$ cat config.mk
export PLATFORM = sky130hd
export DESIGN_NAME = idex_stage
export DESIGN_NICKNAME = d
export VERILOG_FILES = /design/src/rtl/mips_pkg.sv /design/src/rtl/fwd_mux.sv /design/src/rtl/idex_stage.sv
export SDC_FILE = /design/constraint.sdc
export NUM_CORES = 1
export LEC_CHECK = 0
export ABC_AREA = 1
export CAP_MARGIN = 30
export CORE_MARGIN = 1.5
export CORE_UTILIZATION = 35
export DETAILED_ROUTE_END_ITERATION = 12
export GPL_TIMING_DRIVEN = 0
export HOLD_SLACK_MARGIN = 0.02
export PLACE_DENSITY = 0.65
export SKIP_LAST_GASP = 1
export SLEW_MARGIN = 10
export SYNTH_ARGS = -nofsm -noshare
export SYNTH_HDL_FRONTEND = slang
export SYNTH_SLANG_ARGS = --single-unit
export TNS_END_PERCENT = 10
$ cat constraint.sdc
create_clock -name clk -period 2.22 [get_ports clk]
set_input_delay 0.444 -clock clk [delete_from_list [all_inputs] [get_ports clk]]
set_output_delay 0.444 -clock clk [all_outputs]
set_load 0.03 [all_outputs]
$ cat src/rtl/mips_pkg.sv
// Shared MIPS datapath constants: widths and ALU control encodings.
// No logic; constants only.
// Not applicable (package).
package mips_pkg;

  localparam int DW = 32;
  localparam int RW = 5;

  localparam logic [3:0] ALU_AND = 4'b0000;
  localparam logic [3:0] ALU_OR  = 4'b0001;
  localparam logic [3:0] ALU_ADD = 4'b0010;
  localparam logic [3:0] ALU_SUB = 4'b0110;
  localparam logic [3:0] ALU_SLT = 4'b0111;

endpackage

$ cat src/rtl/fwd_mux.sv
// Operand forwarding select: EX/MEM result, else MEM/WB result, else register file.
// Latency: combinational.
// Backpressure: none (pure select).
module fwd_mux #(
  parameter int DW = mips_pkg::DW
) (
  input  logic [4:0]    idx,
  input  logic [DW-1:0] rf_data,
  input  logic          exm_reg_write,
  input  logic [4:0]    exm_rd,
  input  logic [DW-1:0] exm_data,
  input  logic          wb_reg_write,
  input  logic [4:0]    wb_rd,
  input  logic [DW-1:0] wb_data,
  output logic [DW-1:0] fwd_data
);

  logic exm_hit;
  logic wb_hit;

  // Register 0 is hardwired, so a write to it never forwards.
  assign exm_hit = exm_reg_write && (exm_rd != 5'd0) && (exm_rd == idx);
  assign wb_hit  = wb_reg_write  && (wb_rd  != 5'd0) && (wb_rd  == idx);

  // The younger EX/MEM result wins over MEM/WB.
  always_comb begin
    fwd_data = rf_data;
    if (exm_hit)
      fwd_data = exm_data;
    else if (wb_hit)
      fwd_data = wb_data;
  end

endmodule

$ cat src/rtl/idex_stage.sv
// ID/EX pipeline register with operand forwarding, load-use stall and WB snooping of held data.
// Latency: one cycle from capture to outputs.
// Backpressure: in_ready low while output is held unaccepted, on a load-use hazard, or in reset.
module idex_stage #(
  parameter int DW = mips_pkg::DW
) (
  input  logic          clk,
  input  logic          rst_n,
  input  logic          in_valid,
  output logic          in_ready,
  input  logic [4:0]    in_rs,
  input  logic [4:0]    in_rt,
  input  logic [4:0]    in_rd,
  input  logic [DW-1:0] in_rs_data,
  input  logic [DW-1:0] in_rt_data,
  input  logic [15:0]   in_imm,
  input  logic          in_alusrc,
  input  logic [3:0]    in_aluctr,
  input  logic          in_mem_read,
  input  logic          in_reg_write,
  input  logic          flush,
  input  logic          exm_reg_write,
  input  logic [4:0]    exm_rd,
  input  logic [DW-1:0] exm_data,
  input  logic          wb_reg_write,
  input  logic [4:0]    wb_rd,
  input  logic [DW-1:0] wb_data,
  output logic          out_valid,
  input  logic          out_ready,
  output logic [DW-1:0] input1,
  output logic [DW-1:0] input2,
  output logic [3:0]    aluctr,
  output logic [4:0]    out_rd,
  output logic          out_mem_read,
  output logic          out_reg_write,
  output logic [DW-1:0] out_rt_data,
  output logic          load_use_stall
);

  import mips_pkg::*;

  logic [DW-1:0] fwd_rs;
  logic [DW-1:0] fwd_rt;
  logic [DW-1:0] imm_ext;
  logic [4:0]    hold_rs;
  logic [4:0]    hold_rt;
  logic          hold_alusrc;
  logic          capture;
  logic          held;
  logic          snoop_rs;
  logic          snoop_rt;

  fwd_mux #(.DW(DW)) u_fwd_rs (
    .idx           (in_rs),
    .rf_data       (in_rs_data),
    .exm_reg_write (exm_reg_write),
    .exm_rd        (exm_rd),
    .exm_data      (exm_data),
    .wb_reg_write  (wb_reg_write),
    .wb_rd         (wb_rd),
    .wb_data       (wb_data),
    .fwd_data      (fwd_rs)
  );

  fwd_mux #(.DW(DW)) u_fwd_rt (
    .idx           (in_rt),
    .rf_data       (in_rt_data),
    .exm_reg_write (exm_reg_write),
    .exm_rd        (exm_rd),
    .exm_data      (exm_data),
    .wb_reg_write  (wb_reg_write),
    .wb_rd         (wb_rd),
    .wb_data       (wb_data),
    .fwd_data      (fwd_rt)
  );

  assign imm_ext = {{(DW-16){in_imm[15]}}, in_imm};

  // A load in EX whose destination is read by the incoming instruction cannot be forwarded yet.
  assign load_use_stall = in_valid && out_valid && out_mem_read && (out_rd != 5'd0)
                          && ((out_rd == in_rs) || (out_rd == in_rt));

  assign in_ready = rst_n && (!out_valid || out_ready) && !load_use_stall;
  assign capture  = in_valid && in_ready && !flush;
  assign held     = out_valid && !out_ready;

  // Only a MEM/WB write can land while held; EX/MEM is stalled behind this stage.
  assign snoop_rs = wb_reg_write && (wb_rd != 5'd0) && (wb_rd == hold_rs);
  assign snoop_rt = wb_reg_write && (wb_rd != 5'd0) && (wb_rd == hold_rt);

  // Pipeline register: reset, flush, capture, drain, or snoop-update of held operands.
  always_ff @(posedge clk) begin
    if (!rst_n) begin
      out_valid     <= 1'b0;
      out_reg_write <= 1'b0;
      out_mem_read  <= 1'b0;
      input1        <= '0;
      input2        <= '0;
      out_rt_data   <= '0;
      aluctr        <= 4'b0000;
      out_rd        <= 5'd0;
      hold_rs       <= 5'd0;
      hold_rt       <= 5'd0;
      hold_alusrc   <= 1'b0;
    end else if (flush) begin
      out_valid     <= 1'b0;
      out_reg_write <= 1'b0;
      out_mem_read  <= 1'b0;
    end else if (capture) begin
      out_valid     <= 1'b1;
      out_reg_write <= in_reg_write;
      out_mem_read  <= in_mem_read;
      input1        <= fwd_rs;
      input2        <= in_alusrc ? imm_ext : fwd_rt;
      out_rt_data   <= fwd_rt;
      aluctr        <= in_aluctr;
      out_rd        <= in_rd;
      hold_rs       <= in_rs;
      hold_rt       <= in_rt;
      hold_alusrc   <= in_alusrc;
    end else if (held) begin
      if (snoop_rs)
        input1 <= wb_data;
      if (snoop_rt) begin
        out_rt_data <= wb_data;
        if (!hold_alusrc)
          input2 <= wb_data;
      end
    end else begin
      out_valid <= 1'b0;
    end
  end

endmodule

==> Implementation_results.wiki <==
{| class="wikitable"
! Metric !! Value
|-
| Sink Count || 119
|-
| Syn nets || 1461
|-
| Final clock period utilization by the worst path || 97.27%
|-
| Share of Yosys cell area claimed by the top area cell type || 30.98%
|-
| Final RePlAce weighted congestion || 0.9028
|-
| Half-perimeter wire length after placement || 26500 um
|-
| Capture point of the worst reg-to-reg path || input1[22]$_SDFFE_PN0P_
|-
| Pin count of the biggest net entering global routing || 17
|-
| Full die area || 22870 um^2
|-
| Number of global-route vias before repair || 9337
|-
| Number of max-slew violations in the final report || 0
|-
| Maximum count of clock buffers along a single path || 2
|-
| Summed negative setup slack over all endpoints || 0 ns
|-
| Share of the core filled with cells || 53.67%
|-
| Met3 routing resource usage after global routing || 7.289%
|-
| Global-route met1 utilization || 38.51%
|-
| Lkg Pwr || 5.342 nW
|-
| Number of antenna violations at the first check in global routing || 2
|-
| Max Clk Rate || 0.4631 GHz
|-
| Worst Setup Slack post-DPL || -0.7103 ns
|-
| Placeable Area || 21690 um^2
|-
| Height of the die || 151.2 um
|-
| Later-pin clock latency in the skew report || 0.43 ns
|-
| Chip width || 151.2 um
|-
| Via count || 9897
|-
| Wire length reported by the detailed router || 35430 um
|-
| Kind of critical path || in -> reg
|-
| Kind of capture point of the worst setup path || register
|-
| Number of I/O port buffers || 288
|-
| Sequential area share after synthesis || 30.98%
|-
| Slowest cell on crit path || sky130_fd_sc_hd__clkbuf_1
|-
| Worst clock skew || 0.008259 ns
|-
| GRT Residual Overflow || 0
|-
| Worst voltage drop across the vdd grid || 467.5 uV
|-
| Highest fanout seen on the critical path || 10
|-
| Mean instance size in the synthesized netlist || 6.017 um^2
|-
| Busiest metal layer after global routing || met2
|-
| Unique cell type count in the Yosys netlist || 31
|-
| Combined global-route utilization of all metal layers || 30.59%
|-
| Result of the run || completed
|-
| Worst Hold Class || reg -> reg
|-
| Number of cell instances on the worst register-to-register path || 13
|-
| Antenna-violating nets left || 0
|-
| Slew @ Worst Pin || 0.7377 ns
|-
| Detailed router's first-iteration violation count || 871
|-
| Number of search-and-repair iterations in the first detailed-routing pass || 6
|-
| Layout fillers || 2156
|-
| Type of origin of the critical path || input port
|-
| Top cell type by total area after synthesis || sky130_fd_sc_hd__dfxtp_1
|-
| CP most frequent cell || sky130_fd_sc_hd__nor2_1
|-
| Crit path cell chain || dlygate4sd2_1 > xor2_1 > nor2_2 > clkbuf_1 > nand3_1 > nand3_1 > nand2_1 > nand2_1 > nor2_1 > nor2_1 > nor2_1
|-
| Final period demand of the worst path || 2.159 ns
|-
| Endpoint of the most critical setup path || input2[26]$_SDFFE_PN0P_
|-
| Maximum capacitance violations || 0
|-
| Worst reg-to-reg setup slack || 0.19 ns
|-
| Clock transition time at the flip-flop clock pins of the worst setup and hold paths || 0.06 ns
|-
| Setup repair after global routing missed its margin || true
|-
| Starting density of the core || 35.46%
|-
| Worst-case headroom to the max-slew limit || 50.82%
|-
| Post-detailed-route wirelength per cell || 18.75 um
|-
| DRC violations left || 0
|-
| Delay of the slowest cell on the worst path || 0.53 ns
|-
| Count of H-tree levels built during CTS || 4
|-
| Global Route met2 Usage || 49.00%
|-
| Worst path required time || 2.54 ns
|-
| Final setup violation count || 0
|-
| Top-level I/O count || 293
|-
| Smallest setup slack after layout || 0.06066 ns
|-
| Post-detailed-route via-to-cell ratio || 5.239
|-
| Signed area change from the synthesized netlist to the final layout || 51.38%
|-
| Critical Path AT || 2.48 ns
|-
| Synth Instances || 1278
|-
| Worst setup startpoint || in_rt[2]
|-
| TritonCTS clock tree || built
|-
| Root Buffer Master || sky130_fd_sc_hd__clkbuf_16
|-
| Fin nets || 1775
|-
| Number of hold violations in the final report || 0
|-
| Synth Register Bits || 119
|-
| Global-route wire length before repair || 52140 um
|-
| Number of warnings printed during yosys synthesis || 0
|-
| Critical R2R Launch || out_rd[2]$_SDFFE_PN0P_
|-
| Share of final-layout standard cells stronger than drive strength 1 || 9.034%
|-
| Post-Synthesis Cell Area || 7690 um^2
|-
| P per Cell Area || 584.7 nW/um^2
|-
| CTS buffer count || 17
|-
| Top cells by area in the synthesized netlist || sky130_fd_sc_hd__dfxtp_1 (31%), sky130_fd_sc_hd__nand2_1 (14%), sky130_fd_sc_hd__o21ai_0 (10%), sky130_fd_sc_hd__nor2_1 (9.5%), sky130_fd_sc_hd__a21oi_1 (7.0%)
|-
| Row count || 54
|}
==> sequential cells by signal, indices dropped and copies added, names as in the netlist <==
signal	count
hold_rs	5
out_rd	5
out_mem_read	1
aluctr	4
out_reg_write	1
hold_alusrc	1
input1	32
out_rt_data	32
hold_rt	5
out_valid	1
input2	32
==> final cells by class <==
type | instances | area [um^2] | area share, %
Clock buffer | 20 | 436.7 | 3.751
Multi-Input combinational cell | 939 | 4372 | 37.55
Tap cell | 280 | 350.3 | 3.009
Sequential cell | 119 | 2386 | 20.50
Clock inverter | 12 | 153.9 | 1.322
Antenna cell | 4 | 10.01 | 0.08598
Buffer | 85 | 494.2 | 4.245
Inverter | 135 | 508.0 | 4.364
Timing Repair Buffer | 295 | 2930 | 25.17
==> critical path, delay by kind of cell <==
family | cells | cell delay [ns]
buffers and inverters | 2 | 0.81
AND/OR/NAND/NOR | 8 | 1.03
XOR/XNOR | 1 | 0.18
==> stage by stage <==
stage	cells	area, um^2	hold WS, ns	power [mW]
after floorplan	1278	7690	0.4437	3.125
after global placement	1846	10920	0.4322	3.930
after detailed placement	1846	10920	0.4426	3.932
after CTS	1882	11570	0.4525	6.770
after global routing	1886	11630	0.4837	7.025
final	1889	11640	0.4531	6.806
==> cell usage after synthesis (all sizes together) <==
cell / number
o21ai: 181
xor2: 14
clkbuf: 33
inv: 134
dfxtp: 119
nand2: 289
buf: 52
o211ai: 1
nand3: 99
xnor2: 9
nand4: 6
a21boi: 29
nand3b: 2
a21oi: 108
nor2: 197
clkinv: 1
nor3: 4
==> routing by layer <==
metal	wire length (um)	up-vias	share of wire, %
met5	0	-	0
li1	-	4743	-
met4	1412	0	4.0
met1	13890	4421	39
met2	16040	629	45
met3	4084	104	12
==> cell families (layout without fill, tap and decap cells) <==
| family | Yosys count | after routing | synth area share, % |
|---|---|---|---|
| buffers and inverters | 220 | 547 | 12.66 |
| other | 0 | 4 | 0 |
| flip-flops | 119 | 119 | 30.98 |
| AND/OR/NAND/NOR | 597 | 597 | 31.91 |
| XOR/XNOR | 23 | 23 | 2.620 |
| AO/OA/AOI/OAI | 319 | 319 | 21.84 |
==> power by group <==
group	switching, mW	leakage [nW]	total [mW]	internal (mW)
registers	0.0694	0.974	2.32	2.25
logic	0.922	4.09	1.61	0.689
clock network	1.12	0.280	2.88	1.76
total	2.11	5.34	6.81	4.70
==> how the worst min path moves through the flow <==
stage	start	to	slack [ns]	depth (start not counted)
finish	out_reg_write$_SDFFE_PP0N_	out_reg_write$_SDFFE_PP0N_	0.45	2
global route	aluctr[1]$_SDFFE_PN0P_	aluctr[1]$_SDFFE_PN0P_	0.48	2
CTS	out_reg_write$_SDFFE_PP0N_	out_reg_write$_SDFFE_PP0N_	0.45	2
detailed placement	out_reg_write$_SDFFE_PP0N_	out_reg_write$_SDFFE_PP0N_	0.44	2
global placement	out_reg_write$_SDFFE_PP0N_	out_reg_write$_SDFFE_PP0N_	0.43	2
floorplan	hold_rs[0]$_SDFFE_PN0P_	hold_rs[0]$_SDFFE_PN0P_	0.44	2
==> cell usage in the layout (no fill, tap or decap), types with 29 or more instances in the layout <==
| cell | n |
|---|---|
| sky130_fd_sc_hd__nor2_1 | 193 |
| sky130_fd_sc_hd__a21boi_0 | 29 |
| sky130_fd_sc_hd__nand2_1 | 282 |
| sky130_fd_sc_hd__a21oi_1 | 107 |
| sky130_fd_sc_hd__dfxtp_1 | 116 |
| sky130_fd_sc_hd__inv_1 | 112 |
| sky130_fd_sc_hd__buf_2 | 29 |
| sky130_fd_sc_hd__nand3_1 | 95 |
| sky130_fd_sc_hd__o21ai_0 | 157 |
| sky130_fd_sc_hd__clkdlybuf4s50_1 | 274 |
==> timing repair <==
| item | 4_1_cts | 5_1_grt |
|---|---|---|
| pin swaps | 3 | 3 |
| endpoints found under the setup margin | 92 | 96 |
| cloned | 0 | 0 |
| hold buffers | 0 | 0 |
| buffers inserted | 4 | 3 |
| resized for setup | 31 | 28 |
No activity file was read; power rests on OpenSTA's default activity.
